<file path="config.mk">
export PLATFORM = sky130hd
export DESIGN_NAME = cke_sched
export DESIGN_NICKNAME = d
export VERILOG_FILES = /design/src/rtl/cke_pkg.sv /design/src/rtl/cke_chan.sv /design/src/rtl/cke_sched.sv
export SDC_FILE = /design/constraint.sdc
export NUM_CORES = 1
export LEC_CHECK = 0
export BUFFER_PORTS_ARGS = -buffer_cell sky130_fd_sc_hd__buf_4
export CAP_MARGIN = 20
export CORE_ASPECT_RATIO = 0.8
export CORE_UTILIZATION = 50
export CTS_BUF_LIST = sky130_fd_sc_hd__clkbuf_8
export DETAILED_ROUTE_END_ITERATION = 16
export PLACE_DENSITY = 0.68
export SETUP_SLACK_MARGIN = 0.5
export SKIP_CTS_REPAIR_TIMING = 1
export SLEW_MARGIN = 20
export SYNTH_ARGS = -nofsm -noshare
export SYNTH_HDL_FRONTEND = slang
export SYNTH_HIERARCHICAL = 1
export SYNTH_SLANG_ARGS = --single-unit
</file>
<file path="constraint.sdc">
create_clock -name clk -period 4.7 [get_ports clk]
set_input_delay 0.235 -clock clk [delete_from_list [all_inputs] [get_ports clk]]
set_output_delay 0.235 -clock clk [all_outputs]
set_load 0.005 [all_outputs]
</file>
<file path="src/rtl/cke_pkg.sv">
// Shared types for the clock-enable scheduler.
package cke_pkg;

  typedef enum logic [1:0] {
    CKE_OFF     = 2'd0,
    CKE_PULSE   = 2'd1,
    CKE_SQUARE  = 2'd2,
    CKE_ONESHOT = 2'd3
  } cke_mode_e;

endpackage

</file>
<file path="src/rtl/cke_chan.sv">
// One enable channel: active config, pending slot, tick counter and output decode.
module cke_chan
  import cke_pkg::*;
#(
  parameter int W = 16
) (
  input  logic         clk,
  input  logic         rst_n,
  input  logic         tick,
  input  logic         wr,
  input  logic [1:0]   wr_mode,
  input  logic [W-1:0] wr_period,
  output logic         cke,
  output logic         busy,
  output logic         pend
);

  typedef struct packed {
    cke_mode_e    mode;
    logic [W-1:0] period;
  } cke_chan_cfg_t;

  cke_chan_cfg_t act, nxt, wcfg;
  logic [W-1:0]  cnt;
  logic          last, wrap;

  assign wcfg = '{mode: cke_mode_e'(wr_mode), period: wr_period};
  assign last = (cnt == act.period - 1'b1);
  assign wrap = tick && (act.mode != CKE_OFF) && last;

  always_ff @(posedge clk or negedge rst_n) begin
    if (!rst_n) begin
      act  <= '0;
      nxt  <= '0;
      cnt  <= '0;
      pend <= 1'b0;
    end else if (wr && wcfg.mode == CKE_OFF) begin
      act.mode <= CKE_OFF;
      cnt      <= '0;
      pend     <= 1'b0;
    end else if (wr && (act.mode == CKE_OFF || (wrap && act.mode == CKE_ONESHOT))) begin
      // A finishing oneshot would otherwise strand the write in a pending slot that never drains.
      act <= wcfg;
      cnt <= '0;
    end else begin
      if (wr) begin
        pend <= 1'b1;
        nxt  <= wcfg;
      end
      if (wrap) begin
        cnt <= '0;
        if (pend) begin
          act  <= nxt;
          pend <= 1'b0;
        end else if (act.mode == CKE_ONESHOT) begin
          act.mode <= CKE_OFF;
        end
      end else if (tick && act.mode != CKE_OFF) begin
        cnt <= cnt + 1'b1;
      end
    end
  end

  always_comb begin
    cke = 1'b0;
    unique case (act.mode)
      CKE_PULSE:   cke = tick && (cnt == '0);
      CKE_SQUARE:  cke = (cnt < (act.period >> 1));
      CKE_ONESHOT: cke = tick && last;
      default:     cke = 1'b0;
    endcase
  end

  assign busy = (act.mode != CKE_OFF);

endmodule

</file>
<file path="src/rtl/cke_sched.sv">
// Multi-channel clock-enable scheduler: shared prescaler, config decode, N channels.
module cke_sched
  import cke_pkg::*;
#(
  parameter  int PRESCALE = 50,
  parameter  int N        = 4,
  parameter  int W        = 16,
  localparam int CW       = (N > 1) ? $clog2(N) : 1
) (
  input  logic          clk,
  input  logic          rst_n,
  input  logic          cfg_valid,
  output logic          cfg_ready,
  input  logic [CW-1:0] cfg_ch,
  input  logic [1:0]    cfg_mode,
  input  logic [W-1:0]  cfg_period,
  output logic [N-1:0]  cke,
  output logic [N-1:0]  busy
);

  localparam int PW = (PRESCALE > 1) ? $clog2(PRESCALE) : 1;

  typedef struct packed {
    cke_mode_e    mode;
    logic [W-1:0] period;
  } cke_chan_cfg_t;

  logic [PW-1:0]      pre_cnt;
  logic               tick, acc;
  cke_chan_cfg_t      wcfg;
  logic [N-1:0]       pend;
  logic [2**CW-1:0]   pend_pad;

  always_ff @(posedge clk or negedge rst_n) begin
    if (!rst_n)                            pre_cnt <= '0;
    else if (pre_cnt == PW'(PRESCALE - 1)) pre_cnt <= '0;
    else                                   pre_cnt <= pre_cnt + 1'b1;
  end

  assign tick = (pre_cnt == '0);

  assign wcfg.mode   = cke_mode_e'(cfg_mode);
  assign wcfg.period = (cfg_period == '0) ? W'(1) : cfg_period;

  // Unused decode slots read as "not pending", so out-of-range writes are accepted and dropped.
  always_comb begin
    pend_pad        = '0;
    pend_pad[N-1:0] = pend;
  end

  assign cfg_ready = !pend_pad[cfg_ch];
  assign acc       = cfg_valid && cfg_ready;

  for (genvar i = 0; i < N; i++) begin : g_ch
    cke_chan #(.W(W)) u_ch (
      .clk       (clk),
      .rst_n     (rst_n),
      .tick      (tick),
      .wr        (acc && (cfg_ch == CW'(i))),
      .wr_mode   (wcfg.mode),
      .wr_period (wcfg.period),
      .cke       (cke[i]),
      .busy      (busy[i]),
      .pend      (pend[i])
    );
  end

endmodule

</file>
==> metrics.md <==
| Metric | Value |
|---|---|
| Post-route cell area | `between 15000 and 20000 µm²` |
| Critical-path top delay cell | `or4_1` |
| Syn Nets | `approximately 1700` |
| Final setup fails | `0` |
| Largest net degree at the start of global routing | `roughly 120` |
| DP Area | `approximately 15000 µm²` |
| Clock Skew | `around 0.023 ns` |
| Area leader, netlist | `dfrtp_1` |
| CTS root buffer | `clkbuf_8` |
| Number of diodes | `0` |
| Hold path cells | `2` |
| CTS H-tree depth | `2` |
| Core Region | `29400 µm²` |
| CP bufs+invs | `2` |
| Die ar. | `around 30000 µm²` |
| Die Span Y | `between 150 and 200 µm` |
| Setup WS post-layout | `approximately 0.74 ns` |
| Layout area overhead | `7.63%` |
| Cell Area, Synth | `roughly 15000 µm²` |
| ANT nets after route | `0` |
| Status | `complete, no violations` |
| Seq/Total Area, Yosys | `0.365` |
| Worst path depth | `11` |
| Crit path kind | `reg2out` |
| Slew Viols, Final | `0` |
| Post-DP HPWL | `roughly 27 mm` |
| Worst rel slew slack | `0.363` |
| Pwr Total | `~6.3 mW` |
| CTS tree | `built` |
| Fill count | `around 2700` |
| 1st-iter DRT viols | `around 820` |
| Worst-path cell chain | `inv_1, ha_2, or3b_4, or4_1, a2111o_1, nor4b_2, o2111a_2, and2_4, a31oi_1, o22ai_2, buf_4` |
| Share of layout cells above drive strength 1 | `0.165` |
| Placement Setup Slack | `approximately 0.95 ns` |
| Detail Route met2 WL | `16.2 mm` |
| Synth warn | `6` |
| Post-Route WL | `around 38 mm` |
| Clock buffer depth | `3` |
| RSZ-0062 raised after global routing | `no` |
| WL met3 | `2.22 mm` |
| Post-route met1 wirelength | `about 18 mm` |
| # port buffers | `31` |
| HP Class | `in2reg` |
| Clk Latency, worst-skew pair | `about 0.57 ns` |
| Num CTS Buffers | `37` |
| Layout Nets | `1659` |
| Mean area per synthesized cell | `around 9.5 µm²` |
| PwrDens | `around 400 nW/µm²` |
| Crit share post-route | `0.843` |
| CP Launch Type | `flop` |
| CP delay by family, top | `simple AND/OR/NAND/NOR gates` |
| WL/cell | `roughly 19 µm` |
| Most frequent cells in the layout | `dfrtp_1, nor2_1, nand2_1` |
| CP endpoint kind | `primary output` |
| Fin util | `0.548` |
| Via density per instance | `roughly 6.0` |
| Die W | `195 µm` |
| Register-to-Register Path Depth | `8` |
| Yosys reg bits | `between 200 and 250` |
| Gr ovfl total | `0` |
| Starting density of the core | `0.509` |
| Top cells by area, synth | `dfrtp_1, ha_1, xor2_1, mux2_4, xnor2_1` |
| Minimum clock period | `3.96 ns` |
| Post-synth top area share | `0.365` |
| Number of synthesized flops with an enable pin | `0` |
| GRT Util Overall | `0.251` |
| WP data required | `4.47 ns` |
| Synthesized instance count | `between 1500 and 2000` |
| FP Rows | `56` |
| First-pass GRT wire length | `a little over 60 mm` |
| Ys async rst share | `1.00` |
| Remaining design rule violation count | `0` |
| Vias in the first global route | `roughly 12000` |
| Total count of hold-check failures in the final report | `0` |
| Measured slew at the worst slew-check pin | `0.947 ns` |
| Leakage Power | `around 7.5 nW` |
| Peak VDD IR | `roughly 330 µV` |
| Cell variety after synth | `100` |
| Sink Count | `218` |
| Most used DFF post-synth | `dfrtp_1` |
| Crit Path Max Fanout | `6` |
| IO Count | `32` |
| GPL Wtd Cong | `around 0.9` |
| Number of antenna violations at the first check in global routing | `0` |
| Max cap viols | `0` |
| Reg clk slew, reported paths | `around 0.06 ns` |
| Drt pass-1 iters | `5` |
| FMAX | `roughly 250 MHz` |
| Data arrival, critical path | `3.73 ns` |
| Via count | `11819` |
| DR top layer | `met4` |
| Total Neg Setup Slack | `0 ns` |
| Worst path max stage delay | `roughly 0.48 ns` |
| Commonest non-fill, non-tap cell in the layout | `dfrtp_1` |
registers in the layout, indices dropped and copies added, names as in the netlist:
name and count:
g_ch.u_ch/cnt 64, g_ch.u_ch/act 72, g_ch.u_ch/pend 4, pre_cnt 6
g_ch.u_ch/nxt 72
routing by layer:
layer / track usage / vias up
met5: 0 / -
met2: 0.380 / 341
met3: 0.0438 / 62
met4: 0.0806 / 0
li1: - / 5641
met1: 0.364 / 5775
stage by stage:
step / hold slack, ns / instances
3_3_place_gp: 0.411 / 1897
4_1_cts: -0.206 / 1962
2_1_floorplan: -0.0606 / 1569
3_5_place_dp: 0.411 / 1897
6_report: 0.0255 / 1968
5_1_grt: 0.0139 / 1968
final cells by class:
type,instances,area (µm²),area share
clock buffers,49,674,0.0419
clock inverters,16,77.6,0.00482
inverters,93,349,0.0217
multi-input cells,1165,8650,0.538
flip-flops and latches,218,5460,0.339
well taps,377,472,0.0293
repair buffers,50,400,0.0249
where the power goes:
group	switching, mW	internal (mW)	leakage (nW)	total, mW
logic	0.963	0.911	4.22	1.87
registers	0.453	2.21	2.84	2.66
clock network	0.819	0.934	0.416	1.75
total	2.24	4.05	7.48	6.29
synth_stat cells (10+ instances only):
library cell	instances
dfrtp_1	218
nor2_1	138
nand2_1	126
inv_1	92
xor2_1	73
ha_1	71
xnor2_1	62
clkbuf_1	59
o21ai_0	58
nand3_1	56
a21oi_1	45
mux2_4	40
nor4_1	38
o221a_2	38
mux2i_1	35
and3_1	31
a21o_1	27
nand4_1	27
nor3_1	27
mux2_2	24
a211oi_1	13
buf_6	13
nor2b_1	13
nand2b_1	12
a31oi_1	11
and4_1	11
buf_2	11
o221a_1	10
final timing paths:
| path | from | to | slack (ns) |
|---|---|---|---|
| setup / recovery | g_ch[0].u_ch/act[0]$_DFFE_PN0P_ | cke[0] | 0.74 |
| hold / removal | cfg_period[4] | g_ch[3].u_ch/nxt[4]$_DFFE_PN0P_ | 0.03 |
| setup reg to reg | g_ch[1].u_ch/act[8]$_DFFE_PN0P_ | g_ch[1].u_ch/act[10]$_DFFE_PN0P_ | 0.94 |
| hold reg to reg | g_ch[2].u_ch/nxt[17]$_DFFE_PN0P_ | g_ch[2].u_ch/nxt[17]$_DFFE_PN0P_ | 0.48 |
| max in group asynchronous | rst_n | g_ch[0].u_ch/cnt[4]$_DFFE_PN0P_ | 3.25 |
| min in group asynchronous | rst_n | g_ch[1].u_ch/cnt[10]$_DFFE_PN0P_ | 0.37 |
cells by family (layout without fill, tap and decap cells):
logic type / Yosys count / in the layout / share of synthesized area
multiplexers: 106 / 106 / 0.0878
AND/OR/NAND/NOR: 566 / 566 / 0.204
flip-flops: 218 / 218 / 0.365
XOR/XNOR: 135 / 135 / 0.0791
AO/OA/AOI/OAI: 287 / 287 / 0.147
adder cells (fa/ha/maj): 71 / 71 / 0.0595
buffers and inverters: 186 / 208 / 0.0578
No activity file was read; power rests on OpenSTA's default activity.
